===== src/rtl/umi_regif_burst.sv =====
// UMI device-side register interface with burst support.
// Accepts one UMI request at a time and splits a burst of LEN+1 words into
// sequential register-port accesses. Read words are packed into one response.
module umi_regif_burst #(
    parameter int unsigned CW    = 32,
    parameter int unsigned AW    = 64,
    parameter int unsigned DW    = 256,
    parameter int unsigned RW    = 32,
    parameter int unsigned RDLAT = 1
) (
    input  logic          clk,
    input  logic          nreset,
    input  logic          udev_req_valid,
    input  logic [CW-1:0] udev_req_cmd,
    input  logic [AW-1:0] udev_req_dstaddr,
    input  logic [AW-1:0] udev_req_srcaddr,
    input  logic [DW-1:0] udev_req_data,
    output logic          udev_req_ready,
    output logic          udev_resp_valid,
    output logic [CW-1:0] udev_resp_cmd,
    output logic [AW-1:0] udev_resp_dstaddr,
    output logic [AW-1:0] udev_resp_srcaddr,
    output logic [DW-1:0] udev_resp_data,
    input  logic          udev_resp_ready,
    output logic [AW-1:0] reg_addr,
    output logic          reg_write,
    output logic          reg_read,
    output logic [RW-1:0] reg_wrdata,
    input  logic [RW-1:0] reg_rddata,
    output logic          err_unsup
);

    localparam int unsigned NW = DW / RW;                     // words per burst
    localparam int unsigned IW = (NW > 1) ? $clog2(NW) : 1;   // word index width
    localparam int unsigned BS = $clog2(RW / 8);              // log2 bytes per word

    typedef enum logic [1:0] {StIdle, StAccess, StDrain, StResp} state_e;

    state_e                 state_q, state_d;
    logic                   ready_q, ready_d;
    logic                   err_q, err_d;
    logic [CW-1:0]          cmd_q, cmd_d;
    logic [AW-1:0]          dst_q, dst_d;
    logic [AW-1:0]          src_q, src_d;
    logic [NW-1:0][RW-1:0]  wdata_q, wdata_d;
    logic [NW-1:0][RW-1:0]  rdata_q, rdata_d;
    logic [IW-1:0]          cnt_q, cnt_d;
    // Read-return tracking: valid bit and word index, delayed RDLAT cycles.
    logic [RDLAT-1:0]          pvld_q, pvld_d;
    logic [RDLAT-1:0][IW-1:0]  pidx_q, pidx_d;

    logic [4:0] op_q;
    logic       op_read, op_post, in_access, in_resp, req_ok, last_beat;

    assign op_q      = cmd_q[4:0];
    assign op_read   = (op_q == 5'h01);
    assign op_post   = (op_q == 5'h05);
    assign in_access = (state_q == StAccess);
    assign in_resp   = (state_q == StResp);
    assign last_beat = (cnt_q == cmd_q[8 +: IW]);

    // Supported: request opcode, SIZE matching the port width, burst that fits DW.
    assign req_ok = ((udev_req_cmd[4:0] == 5'h01) || (udev_req_cmd[4:0] == 5'h03) ||
                     (udev_req_cmd[4:0] == 5'h05)) &&
                    (udev_req_cmd[7:5] == 3'(BS)) &&
                    (udev_req_cmd[15:8] <= 8'(NW - 1));

    assign reg_read       = in_access && op_read;
    assign reg_write      = in_access && !op_read;
    assign reg_addr       = in_access ? (dst_q + (AW'(cnt_q) << BS)) : '0;
    assign reg_wrdata     = reg_write ? wdata_q[cnt_q] : '0;
    assign udev_req_ready = ready_q;
    assign err_unsup      = err_q;

    // Response fields are zero outside RESP and held from registers inside it.
    assign udev_resp_valid   = in_resp;
    assign udev_resp_cmd     = in_resp ? {cmd_q[CW-1:5], (op_read ? 5'h02 : 5'h04)} : '0;
    assign udev_resp_dstaddr = in_resp ? src_q : '0;
    assign udev_resp_srcaddr = in_resp ? dst_q : '0;
    assign udev_resp_data    = in_resp ? rdata_q : '0;

    // Next-state, request latching, beat counting and read-data capture.
    always_comb begin
        state_d = state_q;
        err_d   = 1'b0;
        cmd_d   = cmd_q;
        dst_d   = dst_q;
        src_d   = src_q;
        wdata_d = wdata_q;
        rdata_d = rdata_q;
        cnt_d   = cnt_q;

        pvld_d    = '0;
        pidx_d    = '0;
        pvld_d[0] = reg_read;
        pidx_d[0] = cnt_q;
        for (int i = 1; i < RDLAT; i++) begin
            pvld_d[i] = pvld_q[i-1];
            pidx_d[i] = pidx_q[i-1];
        end
        if (pvld_q[RDLAT-1]) begin
            rdata_d[pidx_q[RDLAT-1]] = reg_rddata;
        end

        unique case (state_q)
            StIdle: begin
                if (udev_req_valid && ready_q) begin
                    cmd_d   = udev_req_cmd;
                    dst_d   = udev_req_dstaddr;
                    src_d   = udev_req_srcaddr;
                    wdata_d = udev_req_data;
                    rdata_d = '0;
                    cnt_d   = '0;
                    if (req_ok) state_d = StAccess;
                    else        err_d   = 1'b1;
                end
            end
            StAccess: begin
                if (last_beat) begin
                    if (op_read)      state_d = StDrain;
                    else if (op_post) state_d = StIdle;
                    else              state_d = StResp;
                end else begin
                    cnt_d = cnt_q + IW'(1);
                end
            end
            StDrain: begin
                // Leave once the final word returns; it is captured on this same edge.
                if (pvld_q[RDLAT-1] && (pidx_q[RDLAT-1] == cmd_q[8 +: IW])) state_d = StResp;
            end
            StResp: begin
                if (udev_resp_ready) state_d = StIdle;
            end
            default: state_d = StIdle;
        endcase

        ready_d = (state_d == StIdle);
    end

    // State and datapath registers; reset discards any in-flight burst.
    always_ff @(posedge clk or negedge nreset) begin
        if (!nreset) begin
            state_q <= StIdle;
            ready_q <= 1'b0;
            err_q   <= 1'b0;
            cmd_q   <= '0;
            dst_q   <= '0;
            src_q   <= '0;
            wdata_q <= '0;
            rdata_q <= '0;
            cnt_q   <= '0;
            pvld_q  <= '0;
            pidx_q  <= '0;
        end else begin
            state_q <= state_d;
            ready_q <= ready_d;
            err_q   <= err_d;
            cmd_q   <= cmd_d;
            dst_q   <= dst_d;
            src_q   <= src_d;
            wdata_q <= wdata_d;
            rdata_q <= rdata_d;
            cnt_q   <= cnt_d;
            pvld_q  <= pvld_d;
            pidx_q  <= pidx_d;
        end
    end

endmodule


===== config.mk =====
export PLATFORM = sky130hd
export DESIGN_NAME = umi_regif_burst
export DESIGN_NICKNAME = d
export VERILOG_FILES = /design/src/rtl/umi_regif_burst.sv
export SDC_FILE = /design/constraint.sdc
export NUM_CORES = 2
export LEC_CHECK = 0
export ABC_AREA = 1
export CELL_PAD_IN_SITES_DETAIL_PLACEMENT = 0
export CELL_PAD_IN_SITES_GLOBAL_PLACEMENT = 2
export CORE_AREA = 2 2 379 381
export CTS_CLUSTER_DIAMETER = 50
export DETAILED_ROUTE_END_ITERATION = 8
export DIE_AREA = 0 0 381 383
export PLACE_DENSITY = 0.84
export SLEW_MARGIN = 20
export SYNTH_ARGS = -nofsm -noshare
export SYNTH_HDL_FRONTEND = slang
export SYNTH_SLANG_ARGS = --single-unit
export TNS_END_PERCENT = 20

===== constraint.sdc =====
create_clock -name clk -period 5.3 [get_ports clk]
set_input_delay 0.53 -clock clk [delete_from_list [all_inputs] [get_ports clk]]
set_output_delay 0.53 -clock clk [all_outputs]
set_load 0.02 [all_outputs]

# After elaboration in Yosys (flattened, before gate mapping)

Index checks and enable logic that the tools add are counted.

Output and inout port bits: 517
Flip-flop bits (word level): 683

Add/subtract/negate cells: 2
Order comparisons: 4
Muxes and demuxes: 29
Equality and inequality tests: 13
Reduce and logical (&&, ||, !) cells: 15

Operator list:

| cell                                                 | number |
|---|---|
| 2-to-1 mux 256 bit                                   | 4 |
| bitwise mux 256 bit                                  | 1 |
| 2-to-1 mux 64 bit                                    | 3 |
| 2-to-1 mux 32 bit                                    | 4 |
| binary-select mux 32 bit (select 3 bit)              | 1 |
| demux 32 bit (select 3 bit)                          | 1 |
| adder 64 x 5 -> 64 bit                               | 1 |
| 2-to-1 mux 2 bit                                     | 7 |
| == test 5 x 1 -> 1 bit (second input constant)       | 2 |
| == test 5 x 3 -> 1 bit (second input constant)       | 2 |
| 2-to-1 mux 3 bit                                     | 3 |
| <= comparator 8 x 3 -> 1 bit (second input constant) | 1 |
| < comparator 3 x 4 -> 1 bit (second input constant)  | 2 |
| case mux 2 bit (4 select lines)                      | 1 |
| logical AND 1 bit                                    | 7 |
| == test 3 bit                                        | 2 |
| case mux 3 bit (2 select lines)                      | 1 |
| == test 5 x 2 -> 1 bit (second input constant)       | 1 |
| == test 2 bit (second input constant)                | 2 |
| zero test 2 bit                                      | 2 |
| inequality test 2 bit (second input constant)        | 2 |
| adder 3 x 1 -> 3 bit (second input constant)         | 1 |
| == test 3 x 2 -> 1 bit (second input constant)       | 1 |
| >= comparator 3 x 1 -> 1 bit (second input constant) | 1 |
| other kinds (7)                                      | 10 |

# Longest topological paths before layout

Depth after elaboration: 9
Gate-level depth with buffers: 14
Gate-level depth less buffers: 13

# Worst setup path after synthesis

No wires, ideal clock.

Path type: reg2out
From: reg cnt_q[1]
To: out reg_addr[34]
Slack: 2.412 ns
Cell stages (with the launch flop): 10
Buffers on the path: 2
Data arrival time: 2.358 ns
Path through: dfrtp_1 -> inv_1 -> buf_2 -> clkbuf_1 -> fa_1 -> o21ai_4 -> nand2_4 -> nor2_4 -> a21oi_1 -> nor3_1

Longest elaborated chain between the ends: 2

RTL lines:

| element                  | line | text |
|---|---|---|
| start: declaration       | 47   | `logic [IW-1:0] cnt_q, cnt_d;` |
| start signal: assignment | 163  | `cnt_q <= cnt_d;` |
| adder 64 x 5 -> 64 bit   | 70   | `assign reg_addr = in_access ? (dst_q + (AW'(cnt_q) << BS)) : '0;` |
| 2-to-1 mux 64 bit        | 70   |  |
| end: declaration         | 25   | `output logic [AW-1:0] reg_addr,` |

No other way between the ends.

# Worst setup path after layout

From: reg cnt_q[0]
To: out reg_addr[46]

The elaborated chain is that of the path after synthesis.

==> run_results.csv <==
group,metric,value,unit
detailed_routing,first_pass_iters,6,
critical_path,r2r-end,"udev_req_ready$_DFF_PN0_",
floorplanning,io_pins,969,
logic_synthesis,synth-xor-area-share,0.004239,
worst_hold_path,hp-start,"udev_req_data[195]",
detailed_routing,dr_wl_met3,8.948,mm
sta,tns,0,ns
logic_synthesis,synth.distinct_cells,34,
finish,syn2layout_area_growth,45.87,%
cts,cts_max_path_buffers,3,
critical_path,critPathTopFamily,"simple AND/OR/NAND/NOR gates",
detailed_routing,wl,145.2,mm
global_route,grt-ovfl-total,0,
critical_path,required,4.77,ns
global_route,antenna_found_initial,10,
logic_synthesis,ys_seq_area_frac,0.5170,
floorplanning,rows,139,
critical_path,cp-start-kind,"flop",
global_route,grt_usage,0.1922,
floorplanning,die_w,381,um
logic_synthesis,avgSynthCellArea,7.394,sq um
critical_path,rr_worst_depth,5,
sta,slew_violations,0,
detailed_routing,drt_iter0_markers,2204,
logic_synthesis,syn_area,0.03306,sq mm
global_route,grt_pass1_wl,212.4,mm
detailed_routing,drc,0,
detailed_routing,postRouteAntennaNets,0,
placement,placedCellCount,7111,
critical_path,end_kind,"primary output",
sta,slew_headroom,0.2831,
logic_synthesis,synth_top_family_by_area,"simple AND/OR/NAND/NOR gates",
worst_hold_path,holdCritPathClass,"in -> reg",
flow_run,drv_cap,0,
logic_synthesis,synth_mux_area_frac,0,
logic_synthesis,ys_ff_latch,683,
critical_path,crit_type,"reg -> out",
critical_path,crit_fanout,7,
global_route,grt_max_degree,166,
critical_path,crit_top_cell,"nand2_1",
critical_path,slowest_delay,0.68,ns
logic_synthesis,synth_area_leaders,"dfrtp_1, nand2_1, nor2_1, o21ai_0, inv_1",
cts,cts_root_buf,"clkbuf_16",
critical_path,cpMaxStageDelayCell,"clkdlybuf4s50_1",
sta,fin_crit,4.598,ns
detailed_routing,dr_wl_met2,68.59,mm
cts,clock_latency,0.72,ns
logic_synthesis,yosys_warnings,0,
detailed_routing,wirelength_met1,64.04,mm
finish,stdcell_count,7307,
logic_synthesis,synth_compound_area_frac,0.1442,
sta,period_share,0.8676,
worst_hold_path,min_to,"wdata_q[195]$_DFFE_PN0P_",
pwr,ir_worst_vdd,226.1,uV
sta,rsz0062_at_grt,"false",
critical_path,rrSetupSlack,2.58,ns
floorplanning,die_h,383,um
critical_path,critPathBufInv,2,
placement,dpl_worst_slack,1.535,ns
sta,tightest_slew,1.075,ns
worst_hold_path,hold_depth,3,
cts,post_cts_resized,0,
critical_path,crit_chain,"ha_1, inv_1, fa_1, o21ai_4, nand3_2, nor2_1, nand2_1, nand2_1, nand2_1, nor2_1, clkdlybuf4s50_1",
detailed_routing,wl_per_cell,19.87,um
global_route,grt_pass1_vias,31320,
sta,clock_skew,0.05389,ns
pwr,p_leak,20.92,nW
sta,whs,0.3473,ns
floorplanning,coreArea,0.1423,sq mm
placement,io_buffers,965,
logic_synthesis,syn_inst,4471,
pwr,p_per_area,413.1,mW/mm^2
logic_synthesis,synth_fa_ha_area_frac,0.002119,
critical_path,startpoint,"cnt_q[0]$_DFFE_PN0P_",
sta,max_clock_freq,217.5,MHz
sta,setup_ws,0.7017,ns
detailed_routing,viasPerCell,4.413,
finish,layout.nets,5771,
sta,finalSetupViolCount,0,
cts,cts_tree,"done",
logic_synthesis,synth_top_area_frac,0.5170,
floorplanning,die_area,0.1459,sq mm
cts,clock_sinks,683,
cts,ctsHtreeMaxLevel,3,
critical_path,regToRegStartpoint,"state_q[1]$_DFF_PN0_",
floorplanning,start_util,0.2324,
detailed_routing,vias,32240,
detailed_routing,top_layer_used,"met5",
sta,hold_viol,0,
placement,dp_hpwl,104.0,mm
outcome,status,"completed",
finish,drive_gt1_frac,0.04797,
critical_path,crit_arrival,4.07,ns
cts,clkTransAtPathRegs,0.06,ns
logic_synthesis,yosysTopAreaCell,"dfrtp_1",
placement,gp_congestion,0.8931,
cts,numCtsBuffers,103,
logic_synthesis,yosys.area_share.simple,0.2419,
-- worst register-to-register path, stage by stage, from the launching register on --
cell     delay, ns
dfrtp_1       0.47
nor3_4        0.63
buf_4         0.72
nand4_1       0.48
nand3_1       0.23
nor2_1        0.06
-- report_power, final --
group          total, mW  internal (mW)  switching [mW]
Combinational       4.82           1.60            3.22
Sequential          7.83           6.77            1.06
Clock               7.27           4.47            2.80
-- flip-flops by register name, summed over array words and instances, names as in the netlist --
signal and flops:
cnt_q 3, src_q 64, cmd_q 32, state_q 2, pvld_q 1, udev_req_ready 1
wdata_q 256, dst_q 64, rdata_q 256, err_unsup 1, pidx_q 3
-- layout by cell type, fill, tap and decap left out, types with 6 or more instances in the layout --
master,instances
bufinv_16,13
inv_2,11
buf_12,17
buf_4,31
clkinv_4,7
clkbuf_1,16
nand2_1,1187
xor2_1,13
clkdlybuf4s50_1,962
o21ai_1,69
nor2_1,822
inv_8,6
nand4_1,12
o221ai_1,32
nand3_1,26
clkbuf_16,105
inv_1,470
nor3_1,9
inv_6,14
clkbuf_8,10
dfrtp_1,680
clkinv_2,12
a21oi_1,315
o21ai_0,507
-- per-layer routing --
| metal | GRT usage | vias to the layer above |
|---|---|---|
| met5 | 0 | - |
| met4 | 0.05629 | 8 |
| met3 | 0.03990 | 179 |
| met2 | 0.3179 | 972 |
| met1 | 0.2521 | 15470 |
| li1 | - | 15620 |
-- metrics by stage --
step,area (sq um),power [mW],util
4_1_cts,48200,20.16,0.3388
3_3_place_gp,44540,12.71,0.3131
5_1_grt,48220,21.22,0.3389
2_1_floorplan,33070,10.71,-
6_report,48230,19.92,0.3390
3_5_place_dp,44540,12.75,0.3131
-- synth_stat cells --
library cell,n
nor3_2,1
nand4_1,12
clkbuf_1,165
nand2_4,2
nor4_1,2
o221ai_1,32
nand2_2,1
inv_1,472
a21oi_1,315
nand3b_1,3
o21ai_1,69
o21ai_0,507
a31oi_1,2
nand3_1,26
nor2_4,4
nand3_4,1
conb_1,1
o21ai_4,1
xor2_1,13
buf_4,5
buf_2,96
nand2_1,1188
ha_1,4
clkinv_1,5
and2_1,2
inv_2,6
nor2_2,5
nor3_1,9
xnor2_1,3
nor2_1,823
dfrtp_1,683
buf_1,10
nand3_2,2
fa_1,1
-- worst max-delay path by stage --
stage,cells after the start,end
floorplan,9,reg_addr[34]
global placement,11,reg_addr[46]
detailed placement,11,reg_addr[46]
CTS,11,reg_addr[46]
global route,11,reg_addr[46]
finish,11,reg_addr[46]
-- repair_timing --
action,4_1_cts,5_1_grt
setup buffers,0,0
hold buffers,1,0
endpoints found under the hold margin,88,0
-- final cells by class --
cell class                      instances  area [sq um]
Fill cell                           15190         94040
Antenna cell                            5         12.51
Sequential cell                       683         17100
Clock buffer                          131          2825
Clock inverter                         59         829.5
Timing Repair Buffer                 1012         10230
Inverter                              483          1826
Multi-Input combinational cell       3031         13030
Tap cell                             1903          2381
-- cell families (layout without fill, tap and decap cells) --
| group | after synthesis | after routing |
|---|---|---|
| other cells | 1 | 8 |
| simple gates | 2081 | 2081 |
| xor+xnor | 16 | 16 |
| flops | 683 | 683 |
| compound gates | 926 | 926 |
| buf+inv | 759 | 1685 |
| fa+ha+maj | 5 | 5 |
Note: power is estimated with default switching activity, not from simulation.
